[src/rtl/alien_swarm_scheduler_pkg.sv]
// Shared definitions for the alien swarm stepping logic: motion codes
// (also used by the zig-zag motion generator) and scheduler state encoding.
package alien_swarm_scheduler_pkg;

   typedef enum logic [1:0] {
      NO_MOTION = 2'd0,
      LEFT      = 2'd1,
      RIGHT     = 2'd2,
      DOWN      = 2'd3
   } motion_e;

   typedef enum logic [2:0] {
      IDLE  = 3'd0,
      WAIT  = 3'd1,
      REQ   = 3'd2,
      APPLY = 3'd3,
      HALT  = 3'd4
   } state_e;

   localparam int MOTION_W = 2;

endpackage

[src/rtl/alien_swarm_scheduler_if.sv]
// Bundle between frame timing / motion generator / renderer and the swarm scheduler.
// The slave modport is the scheduler's view; master is the surrounding system.
interface alien_swarm_scheduler_if #(
   parameter int X_W   = 10,
   parameter int Y_W   = 10,
   parameter int CNT_W = 6
);
   import alien_swarm_scheduler_pkg::*;

   logic                frame_tick;
   logic                run;
   logic [CNT_W-1:0]    alive_count;
   logic [MOTION_W-1:0] motion_in;
   logic                step_en;
   logic                can_left;
   logic                can_right;
   logic [X_W-1:0]      swarm_x;
   logic [Y_W-1:0]      swarm_y;
   logic                invaded;

   modport master (
      output frame_tick, run, alive_count, motion_in,
      input  step_en, can_left, can_right, swarm_x, swarm_y, invaded
   );

   modport slave (
      input  frame_tick, run, alive_count, motion_in,
      output step_en, can_left, can_right, swarm_x, swarm_y, invaded
   );

endinterface

[src/rtl/alien_swarm_scheduler_step_divider.sv]
// Frame-tick countdown: loads a period, decrements on request, and flags
// expiry once the count has run down to one (or was never loaded).
module alien_swarm_scheduler_step_divider #(
   parameter int W = 7
) (
   input  logic         clk,
   input  logic         reset,
   input  logic         load,
   input  logic         dec,
   input  logic [W-1:0] period,
   output logic         expire
);

   logic [W-1:0] div_q;
   logic [W-1:0] div_d;

   always_comb begin
      div_d = div_q;
      if (load) begin
         div_d = period;
      end else if (dec) begin
         div_d = div_q - W'(1);
      end
   end

   always_ff @(posedge clk) begin
      if (reset) begin
         div_q <= '0;
      end else begin
         div_q <= div_d;
      end
   end

   assign expire = (div_q <= W'(1));

endmodule

[src/rtl/alien_swarm_scheduler.sv]
// Swarm stepping sequencer: paces step requests to the motion generator from
// frame ticks, applies the returned motion to the swarm origin and flags invasion.
module alien_swarm_scheduler
   import alien_swarm_scheduler_pkg::*;
#(
   parameter int X_W        = 10,
   parameter int Y_W        = 10,
   parameter int X_START    = 288,
   parameter int Y_START    = 32,
   parameter int X_MIN      = 0,
   parameter int X_MAX      = 608,
   parameter int STEP_X     = 8,
   parameter int STEP_Y     = 16,
   parameter int Y_LIMIT    = 400,
   parameter int PERIOD_MIN = 4,
   parameter int PERIOD_MAX = 60,
   parameter int CNT_W      = 6
) (
   input logic                   clk,
   input logic                   reset,
   alien_swarm_scheduler_if.slave bus
);

   localparam int P_W = CNT_W + 1;

   localparam logic [X_W-1:0] X_MIN_N   = X_W'(X_MIN);
   localparam logic [X_W-1:0] STEP_X_N  = X_W'(STEP_X);
   localparam logic [X_W:0]   STEP_X_E  = (X_W+1)'(STEP_X);
   localparam logic [X_W:0]   X_MAX_E   = (X_W+1)'(X_MAX);
   localparam logic [X_W:0]   LEFT_TH   = (X_W+1)'(X_MIN + STEP_X);
   localparam logic [Y_W:0]   STEP_Y_E  = (Y_W+1)'(STEP_Y);
   localparam logic [Y_W:0]   Y_LIMIT_E = (Y_W+1)'(Y_LIMIT);
   localparam logic [X_W-1:0] X_RST     = X_W'(X_START);
   localparam logic [Y_W-1:0] Y_RST     = Y_W'(Y_START);
   localparam logic           CL_RST    = (X_START >= X_MIN + STEP_X);
   localparam logic           CR_RST    = (X_START + STEP_X <= X_MAX);
   localparam logic [P_W-1:0] P_MIN     = P_W'(PERIOD_MIN);
   localparam logic [P_W-1:0] P_MAX     = P_W'(PERIOD_MAX);

   state_e         state_q, state_d;
   logic [X_W-1:0] x_q, x_d;
   logic [Y_W-1:0] y_q, y_d;
   logic           can_left_q, can_left_d;
   logic           can_right_q, can_right_d;
   logic           invaded_q, invaded_d;
   logic           step_en_q, step_en_d;

   logic           div_load;
   logic           div_dec;
   logic           div_expire;
   logic [P_W-1:0] period_sum;
   logic [P_W-1:0] period;

   motion_e        motion;
   logic [X_W:0]   x_sum;
   logic [X_W-1:0] x_dif;
   logic [Y_W:0]   y_sum;
   logic [X_W-1:0] x_new;
   logic [Y_W-1:0] y_new;
   logic           y_hit;

   function automatic logic calc_can_left(input logic [X_W-1:0] x);
      return ({1'b0, x} >= LEFT_TH);
   endfunction

   function automatic logic calc_can_right(input logic [X_W-1:0] x);
      return (({1'b0, x} + STEP_X_E) <= X_MAX_E);
   endfunction

   // One bit of headroom keeps PERIOD_MIN + alive_count from wrapping before saturation.
   assign period_sum = P_MIN + {1'b0, bus.alive_count};
   assign period     = (period_sum > P_MAX) ? P_MAX : period_sum;

   alien_swarm_scheduler_step_divider #(
      .W (P_W)
   ) u_step_divider (
      .clk    (clk),
      .reset  (reset),
      .load   (div_load),
      .dec    (div_dec),
      .period (period),
      .expire (div_expire)
   );

   assign motion = motion_e'(bus.motion_in);

   // Widened sums expose clamp and limit conditions without wrap-around.
   always_comb begin
      x_sum = {1'b0, x_q} + STEP_X_E;
      x_dif = x_q - STEP_X_N;
      y_sum = {1'b0, y_q} + STEP_Y_E;
      x_new = x_q;
      y_new = y_q;
      case (motion)
         LEFT:    x_new = ({1'b0, x_q} >= LEFT_TH) ? x_dif : X_MIN_N;
         RIGHT:   x_new = (x_sum > X_MAX_E) ? X_MAX_E[X_W-1:0] : x_sum[X_W-1:0];
         DOWN:    y_new = y_sum[Y_W] ? {Y_W{1'b1}} : y_sum[Y_W-1:0];
         default: ;
      endcase
      y_hit = ({1'b0, y_new} >= Y_LIMIT_E);
   end

   always_comb begin
      state_d     = state_q;
      x_d         = x_q;
      y_d         = y_q;
      can_left_d  = can_left_q;
      can_right_d = can_right_q;
      invaded_d   = invaded_q;
      div_load    = 1'b0;
      div_dec     = 1'b0;
      case (state_q)
         IDLE: begin
            if (bus.run) begin
               state_d  = WAIT;
               div_load = 1'b1;
            end
         end
         WAIT: begin
            if (!bus.run) begin
               state_d = IDLE;
            end else if (bus.frame_tick) begin
               if (!div_expire) begin
                  div_dec = 1'b1;
               end else if (bus.alive_count != '0) begin
                  state_d = REQ;
               end
            end
         end
         REQ: begin
            state_d = APPLY;
         end
         APPLY: begin
            x_d         = x_new;
            y_d         = y_new;
            can_left_d  = calc_can_left(x_new);
            can_right_d = calc_can_right(x_new);
            div_load    = 1'b1;
            if (y_hit) begin
               invaded_d = 1'b1;
               state_d   = HALT;
            end else if (bus.run) begin
               state_d = WAIT;
            end else begin
               state_d = IDLE;
            end
         end
         HALT: begin
            state_d = HALT;
         end
         default: begin
            state_d = IDLE;
         end
      endcase
      step_en_d = (state_d == REQ);
   end

   always_ff @(posedge clk) begin
      if (reset) begin
         state_q     <= IDLE;
         x_q         <= X_RST;
         y_q         <= Y_RST;
         can_left_q  <= CL_RST;
         can_right_q <= CR_RST;
         invaded_q   <= 1'b0;
         step_en_q   <= 1'b0;
      end else begin
         state_q     <= state_d;
         x_q         <= x_d;
         y_q         <= y_d;
         can_left_q  <= can_left_d;
         can_right_q <= can_right_d;
         invaded_q   <= invaded_d;
         step_en_q   <= step_en_d;
      end
   end

   assign bus.step_en   = step_en_q;
   assign bus.can_left  = can_left_q;
   assign bus.can_right = can_right_q;
   assign bus.swarm_x   = x_q;
   assign bus.swarm_y   = y_q;
   assign bus.invaded   = invaded_q;

endmodule
[src/flat_wrapper.sv]
// flat-port wrapper written by rule: the top's interface ports become plain ports
module alien_swarm_scheduler_flat import alien_swarm_scheduler_pkg::*;
#(
   parameter int X_W        = 10,
   parameter int Y_W        = 10,
   parameter int X_START    = 288,
   parameter int Y_START    = 32,
   parameter int X_MIN      = 0,
   parameter int X_MAX      = 608,
   parameter int STEP_X     = 8,
   parameter int STEP_Y     = 16,
   parameter int Y_LIMIT    = 400,
   parameter int PERIOD_MIN = 4,
   parameter int PERIOD_MAX = 60,
   parameter int CNT_W      = 6
)
  (clk, reset, bus_frame_tick, bus_run, bus_alive_count, bus_motion_in, bus_step_en, bus_can_left, bus_can_right, bus_swarm_x, bus_swarm_y, bus_invaded);
  alien_swarm_scheduler_if #(.X_W(X_W), .Y_W(Y_W), .CNT_W(CNT_W)) bus_i ();
  input logic clk;
  input logic reset;
  input wire logic [$bits(bus_i.frame_tick)-1:0] bus_frame_tick;
  input wire logic [$bits(bus_i.run)-1:0] bus_run;
  input wire logic [$bits(bus_i.alive_count)-1:0] bus_alive_count;
  input wire logic [$bits(bus_i.motion_in)-1:0] bus_motion_in;
  output wire logic [$bits(bus_i.step_en)-1:0] bus_step_en;
  output wire logic [$bits(bus_i.can_left)-1:0] bus_can_left;
  output wire logic [$bits(bus_i.can_right)-1:0] bus_can_right;
  output wire logic [$bits(bus_i.swarm_x)-1:0] bus_swarm_x;
  output wire logic [$bits(bus_i.swarm_y)-1:0] bus_swarm_y;
  output wire logic [$bits(bus_i.invaded)-1:0] bus_invaded;
  assign bus_i.frame_tick = bus_frame_tick;
  assign bus_i.run = bus_run;
  assign bus_i.alive_count = bus_alive_count;
  assign bus_i.motion_in = bus_motion_in;
  assign bus_step_en = bus_i.step_en;
  assign bus_can_left = bus_i.can_left;
  assign bus_can_right = bus_i.can_right;
  assign bus_swarm_x = bus_i.swarm_x;
  assign bus_swarm_y = bus_i.swarm_y;
  assign bus_invaded = bus_i.invaded;
  alien_swarm_scheduler #(.X_W(X_W), .Y_W(Y_W), .X_START(X_START), .Y_START(Y_START), .X_MIN(X_MIN), .X_MAX(X_MAX), .STEP_X(STEP_X), .STEP_Y(STEP_Y), .Y_LIMIT(Y_LIMIT), .PERIOD_MIN(PERIOD_MIN), .PERIOD_MAX(PERIOD_MAX), .CNT_W(CNT_W)) u_core (.clk(clk), .reset(reset), .bus(bus_i));
endmodule
[config.mk]
export PLATFORM = sky130hd
export DESIGN_NAME = alien_swarm_scheduler_flat
export DESIGN_NICKNAME = d
export VERILOG_FILES = /design/src/rtl/alien_swarm_scheduler_pkg.sv /design/src/rtl/alien_swarm_scheduler_if.sv /design/src/rtl/alien_swarm_scheduler_step_divider.sv /design/src/rtl/alien_swarm_scheduler.sv /design/src/flat_wrapper.sv
export SDC_FILE = /design/constraint.sdc
export NUM_CORES = 1
export LEC_CHECK = 0
export CORE_ASPECT_RATIO = 0.9
export CORE_MARGIN = 4
export CORE_UTILIZATION = 25
export DETAILED_ROUTE_END_ITERATION = 12
export DONT_BUFFER_PORTS = 1
export PLACE_DENSITY_LB_ADDON = 0.25
export SLEW_MARGIN = 20
export SYNTH_ARGS = -nofsm -noshare
export SYNTH_HDL_FRONTEND = slang
export SYNTH_SLANG_ARGS = --single-unit
[constraint.sdc]
create_clock -name clk -period 4.4 [get_ports clk]
set_input_delay 0.66 -clock clk [delete_from_list [all_inputs] [get_ports clk]]
set_output_delay 0.66 -clock clk [all_outputs]
set_load 0.05 [all_outputs]
; Word level (Yosys, flattened, before mapping)
; Index checks and enable logic that the tools add are counted.
[op_classes]
order_cmp = 7
muxes = 22
n_eq_ne = 8
reduce_logical = 4
addsub = 6
[op_table]
columns = op, n
row1 = $mux 10, 4
row2 = $add 10x4->11 const B, 2
row3 = $mux 7, 3
row4 = $ge 10x4->1 const B, 2
row5 = $pmux 10 s2, 1
row6 = $mux 3, 6
row7 = $pmux 3 s5, 1
row8 = $add 10x5->11 const B, 1
row9 = $gt 11x10->1 const B, 1
row10 = $le 11x10->1 const B, 1
row11 = $ge 10x9->1 const B, 1
row12 = $sub 10x4->10 const B, 1
row13 = $eq 3x2->1 const B, 3
row14 = $add 3x6->7 const A, 1
row15 = $gt 7x6->1 const B, 1
row16 = $le 7x1->1 const B, 1
row17 = $sub 7x1->7 const B, 1
row18 = $mux 1, 6
row19 = $reduce_bool 6->1, 1
row20 = $eq 2x2->1 const B, 2
row21 = $eq 3x1->1 const B, 1
row22 = $eq 3x3->1 const B, 1
row23 = $logic_not 3->1, 1
row24 = $eq 2x1->1 const B, 1
row25 = other kinds (3), 3
[word_totals]
inputBits = 12
output_inout_bits = 24
register_bits = 34
wordCells = 55

; Depth between registers and ports, before layout
[logic_depth]
depth_word = 7
ltp_mapped = 15
depth_no_buf = 14

; Modules after synthesis
; A second synthesis with hierarchy kept.
[unflattened]
hier_cells = 316
hier_area_um2 = 2428.6
[by_module_without_submodules]
columns = mod, cells_each, seq_area_each_um2, area_each_um2, n_inst
row1 = alien_swarm_scheduler, 269, 540.5, 2034.5, 1
row2 = alien_swarm_scheduler_step_divider, 47, 140.1, 394.1, 1

; Worst setup path after synthesis
; Ideal clock, no wire load.
[synth_timing]
kind = register -> register
from = register u_core.x_q[3] (netlist: u_core.bus.swarm_x[3])
to = register u_core.can_right_q (netlist: u_core.bus.can_right)
t_arrival_ns = 3.346
required_ns = 4.342
path_buffers = 1
path_stages_with_launch = 13
setup_slack_ns = 0.995
setup_time_ns = 0.058
synth_period_minus_slack_ns = 3.405
cell_sequence = dfxtp_1 -> buf_6 -> or4_4 -> o41a_1 -> a31o_1 -> nor2_1 -> o21a_1 -> inv_1 -> ha_1 -> or4_1 -> o2111ai_1 -> a22o_1 -> a211o_1
[synth_between]
elab_chain_len = 6
elab_cells_between_ends = 9
cone_classes = add/sub: 3 / order compare: 3 / mux: 3
[synth_lines]
columns = item, line_no
row1 = "start, declared", alien_swarm_scheduler.sv:41  ; logic [X_W-1:0] x_q, x_d;
row2 = "start signal, assigned", alien_swarm_scheduler.sv:161  ; x_q <= X_RST;
row3 = "start signal, assigned", alien_swarm_scheduler.sv:169  ; x_q <= x_d;
row4 = $add 10x4->11, alien_swarm_scheduler.sv:89  ; x_sum = {1'b0, x_q} + STEP_X_E;
row5 = $gt 11x10->1, alien_swarm_scheduler.sv:96  ; RIGHT: x_new = (x_sum > X_MAX_E) ? X_MAX_E[X_W-1:0] : x_sum[X_W-1:0];
row6 = $mux 10, alien_swarm_scheduler.sv:96
row7 = $pmux 10 s2 *, alien_swarm_scheduler.sv:94  ; case (motion)
row8 = named net u_core.x_new[3], alien_swarm_scheduler.sv:58  ; logic [X_W-1:0] x_new;
row9 = $add 10x4->11 *, alien_swarm_scheduler.sv:67  ; return (({1'b0, x} + STEP_X_E) <= X_MAX_E);
row10 = $le 11x10->1 *, alien_swarm_scheduler.sv:67
row11 = "end signal, assigned", alien_swarm_scheduler.sv:172  ; can_right_q <= can_right_d;
row12 = "end, declared", alien_swarm_scheduler.sv:44  ; logic can_right_q, can_right_d;
; The timed path passes the listed nets; every way through them passes the cells marked *.
; A chain may end at the register's enable or synchronous reset.

; Final worst setup path
[layout_timing]
from = register u_core.x_q[9] (netlist: u_core.bus.swarm_x[9])
to = register u_core.can_right_q (netlist: u_core.bus.can_right)
; Same word-level chain as after synthesis.

==> qor.yml <==
worst_setup_path:
  cp_num_buf_inv: 1
  path_cells: "inv_1, a221o_1, o21ai_0, a21oi_1, nor3_1, a21oi_1, ha_1, or4_1, o2111ai_1, a22o_1, a211o_1"
  critPathKind: "register to register"
  critical-path-slowest-cell: "dfxtp_1"
  crit_top_cell: "a21oi_1"
  critical_path.max_stage_delay_ns: 0.96
  worst-path-max-fanout: 14
  endpoint_kind: "register"
  arrival_ns: 3.67
  required_ns: 4.63
  cpLargestDelayFamily: "compound AO/OA/AOI/OAI gates"
  cp-start-kind: "register"
global_route:
  met2_usage_pct: 18.35
  track_usage_pct: 11.62
  antenna_found_initial: 0
  grt_max_degree: 32
  gr-usage-met1_pct: 15.39
  use_met3_pct: 3.228
  grt_pass1_wl_um: 11090
  overflow: 0
  grt_pass1_vias: 2263
  grt-busiest-layer: "met2"
floorplanning:
  ioPinCount: 36
  fp.dieArea_mm2: 0.01159
  die_w_um: 113.0
  start_util_pct: 25.59
  num_rows: 34
  core-area_mm2: 0.009699
  die_h_um: 102.5
clocking:
  cts_htree_levels: 2
  cts_tree: "yes"
  cts_buffer_depth: 2
  postCtsSetupRepairBufs: 0
  ctsResizeCount: 0
  cts-root-buf: "clkbuf_8"
  cts_hold_buf: 0
  numCtsBuffers: 5
  cts.sinks: 34
  insertion_delay_ns: 0.30
  path_clk_slew_ns: 0.09
timing:
  skew_ns: 0.01642
  timing.slew.headroom_pct: 35.88
  fin_tns_setup_ns: 0
  hold_violations: 0
  worst_slew_pin_slew_ns: 0.9604
  drv_slew: 0
  period_share_pct: 78.15
  period_needed_ns: 3.439
  finalSetupViolCount: 0
  rsz0062_at_grt: "false"
  fmaxAchievable_mhz: 290.8
final_layout:
  antenna_cells: 0
  drive_above_1_share_pct: 6.098
  area_delta_synth_final_pct: 8.619
  n_fill_cell: 1070
  finalNetCount: 353
  layout.cells.non_filler: 454
  layout_commonest_cell: "nor2_1"
  final_cell_mix: "nor2_1 (46), dfxtp_1 (34), a21oi_1 (27)"
placement:
  hpwl_um: 4983
  gp_congestion: 0.9386
  dp.cells: 446
  port_buffers: 0
detailed_routing:
  wl_um: 6654
  dr_total_vias: 2366
  dr.pass1.iters: 4
  drc: 0
  drtIter0Drc: 130
  wl_per_cell_um: 14.66
  viasPerCell: 5.211
  antenna_left: 0
synthesis:
  ys_ff_latch: 34
  async_reset_ff_share_pct: 0
  syn_area_per_cell_um2: 7.455
  synth_fp_nets: 359
  synthFlopType: "dfxtp_1"
  synthXorXnorAreaFrac_pct: 1.764
  synth_top_family_by_area: "simple AND/OR/NAND/NOR gates"
  synth-simple-area-share_pct: 28.28
  synthAdderAreaFrac_pct: 7.460
  synth-edff-count: 0
  muxShareOfSynthArea_pct: 1.613
  synth.distinct_cells: 61
  synth_compound_area_share_pct: 27.22
  ys.warnings.count: 0
  ys_seq_area_share_pct: 27.42
  synthCells: 333
  netlist_area_mm2: 0.002482
outcome:
  outcome: "completed"
worst_hold_path:
  hold_path.class: "input port to register"
pwr:
  p_leak_uw: 0.0009945
  peakVddDrop_v: 0.0001068
  powerDensity_mw_per_mm2: 254.4
  finalPower_uw: 685.9
flow_run:
  cap_viol_max_count: 0
-- cell families after synthesis --
kind of cell	Yosys count
mux	4
buf+inv	39
fa+ha+maj	15
compound gates	93
xor+xnor	5
flops	34
simple gates	143
-- path summary, 6_finish.rpt --
path / from / cells past startpoint / slack (ns) / endpoint
max: u_core.bus.swarm_x[9]$_SDFFE_PP0P_ / 11 / 0.96 / u_core.bus.can_right$_SDFFE_PP1P_
min reg2reg: u_core.u_step_divider.div_q[4]$_SDFFE_PP0P_ / 2 / 0.50 / u_core.u_step_divider.div_q[4]$_SDFFE_PP0P_
max reg2reg: u_core.bus.swarm_x[9]$_SDFFE_PP0P_ / 11 / 0.96 / u_core.bus.can_right$_SDFFE_PP1P_
min: reset / 1 / 0.43 / u_core.bus.swarm_x[3]$_SDFFE_PP0P_
-- per-stage QoR --
stage                     hold slack, ns  cell area [µm²]  utilization, %  worst slack [ns]
after floorplan                   0.4623             2482               -            0.9953
after global placement            0.4788             2605           26.86             1.066
after detailed placement          0.4919             2605           26.86             1.025
after CTS                         0.4247             2696           27.80            0.9869
after global routing              0.4287             2696           27.80            0.7052
final                             0.4339             2696           27.80            0.9614
-- registers in the layout (all words and copies together), names as in the netlist --
signal                       count
u_core.bus.swarm_x              10
u_core.bus.swarm_y              10
u_core.u_step_divider.div_q      7
u_core.state_q                   3
u_core.bus.can_left              1
u_core.bus.can_right             1
u_core.bus.invaded               1
u_core.bus.step_en               1
-- area by class of cell --
cell class	instances	area [µm²]	area share, %
Sequential cell	34	680.7	25.24
Multi-Input combinational cell	260	1647	61.07
Timing Repair Buffer	6	45.04	1.671
Clock inverter	1	5.005	0.1856
Tap cell	126	157.7	5.847
Inverter	20	75.07	2.784
Clock buffer	7	86.33	3.202
-- metal layers --
metal / share of wire [%] / up-vias / wire length (µm)
li1: - / 1186 / -
met1: 48 / 1101 / 3192
met2: 44 / 69 / 2921
met3: 6.6 / 10 / 442
met4: 1.5 / 0 / 97
met5: 0 / - / 0
-- Yosys cell counts (2+ instances only) --
library cell	count	share of area [%]
nor4_1	3	0.76
mux2i_1	4	1.6
o21bai_1	3	0.91
a211oi_1	5	1.5
xnor2_1	3	1.1
nor3_1	12	2.4
and3_1	8	2.0
o21ai_0	11	2.2
dfxtp_1	34	27
buf_1	2	0.30
nand3_1	17	3.4
a31oi_1	6	1.5
nor2b_1	9	2.3
and2_1	3	0.76
or4_1	2	0.60
a21oi_1	27	5.4
nor3b_1	3	0.91
xor2_1	2	0.71
o2111ai_1	2	0.71
ha_1	14	7.1
a22oi_1	2	0.60
a21o_1	2	0.60
nand2_1	24	3.6
o22a_1	2	0.71
o211ai_1	6	1.8
or3_1	2	0.50
inv_1	20	3.0
a211o_1	3	1.1
nand2b_1	4	1.0
nand4_1	3	0.76
clkbuf_1	15	2.3
o21ai_1	2	0.40
nand3b_1	2	0.60
o31a_1	2	0.71
a221oi_1	3	1.1
nor2_1	46	7.0
-- power by group --
| part | total, µW | switching [µW] | internal [µW] |
|---|---|---|---|
| clock | 251 | 125 | 127 |
| sequential | 326 | 10.5 | 316 |
| combinational | 108 | 62.5 | 45.8 |
| total | 686 | 198 | 488 |
Power figures use the tool's default switching activity.
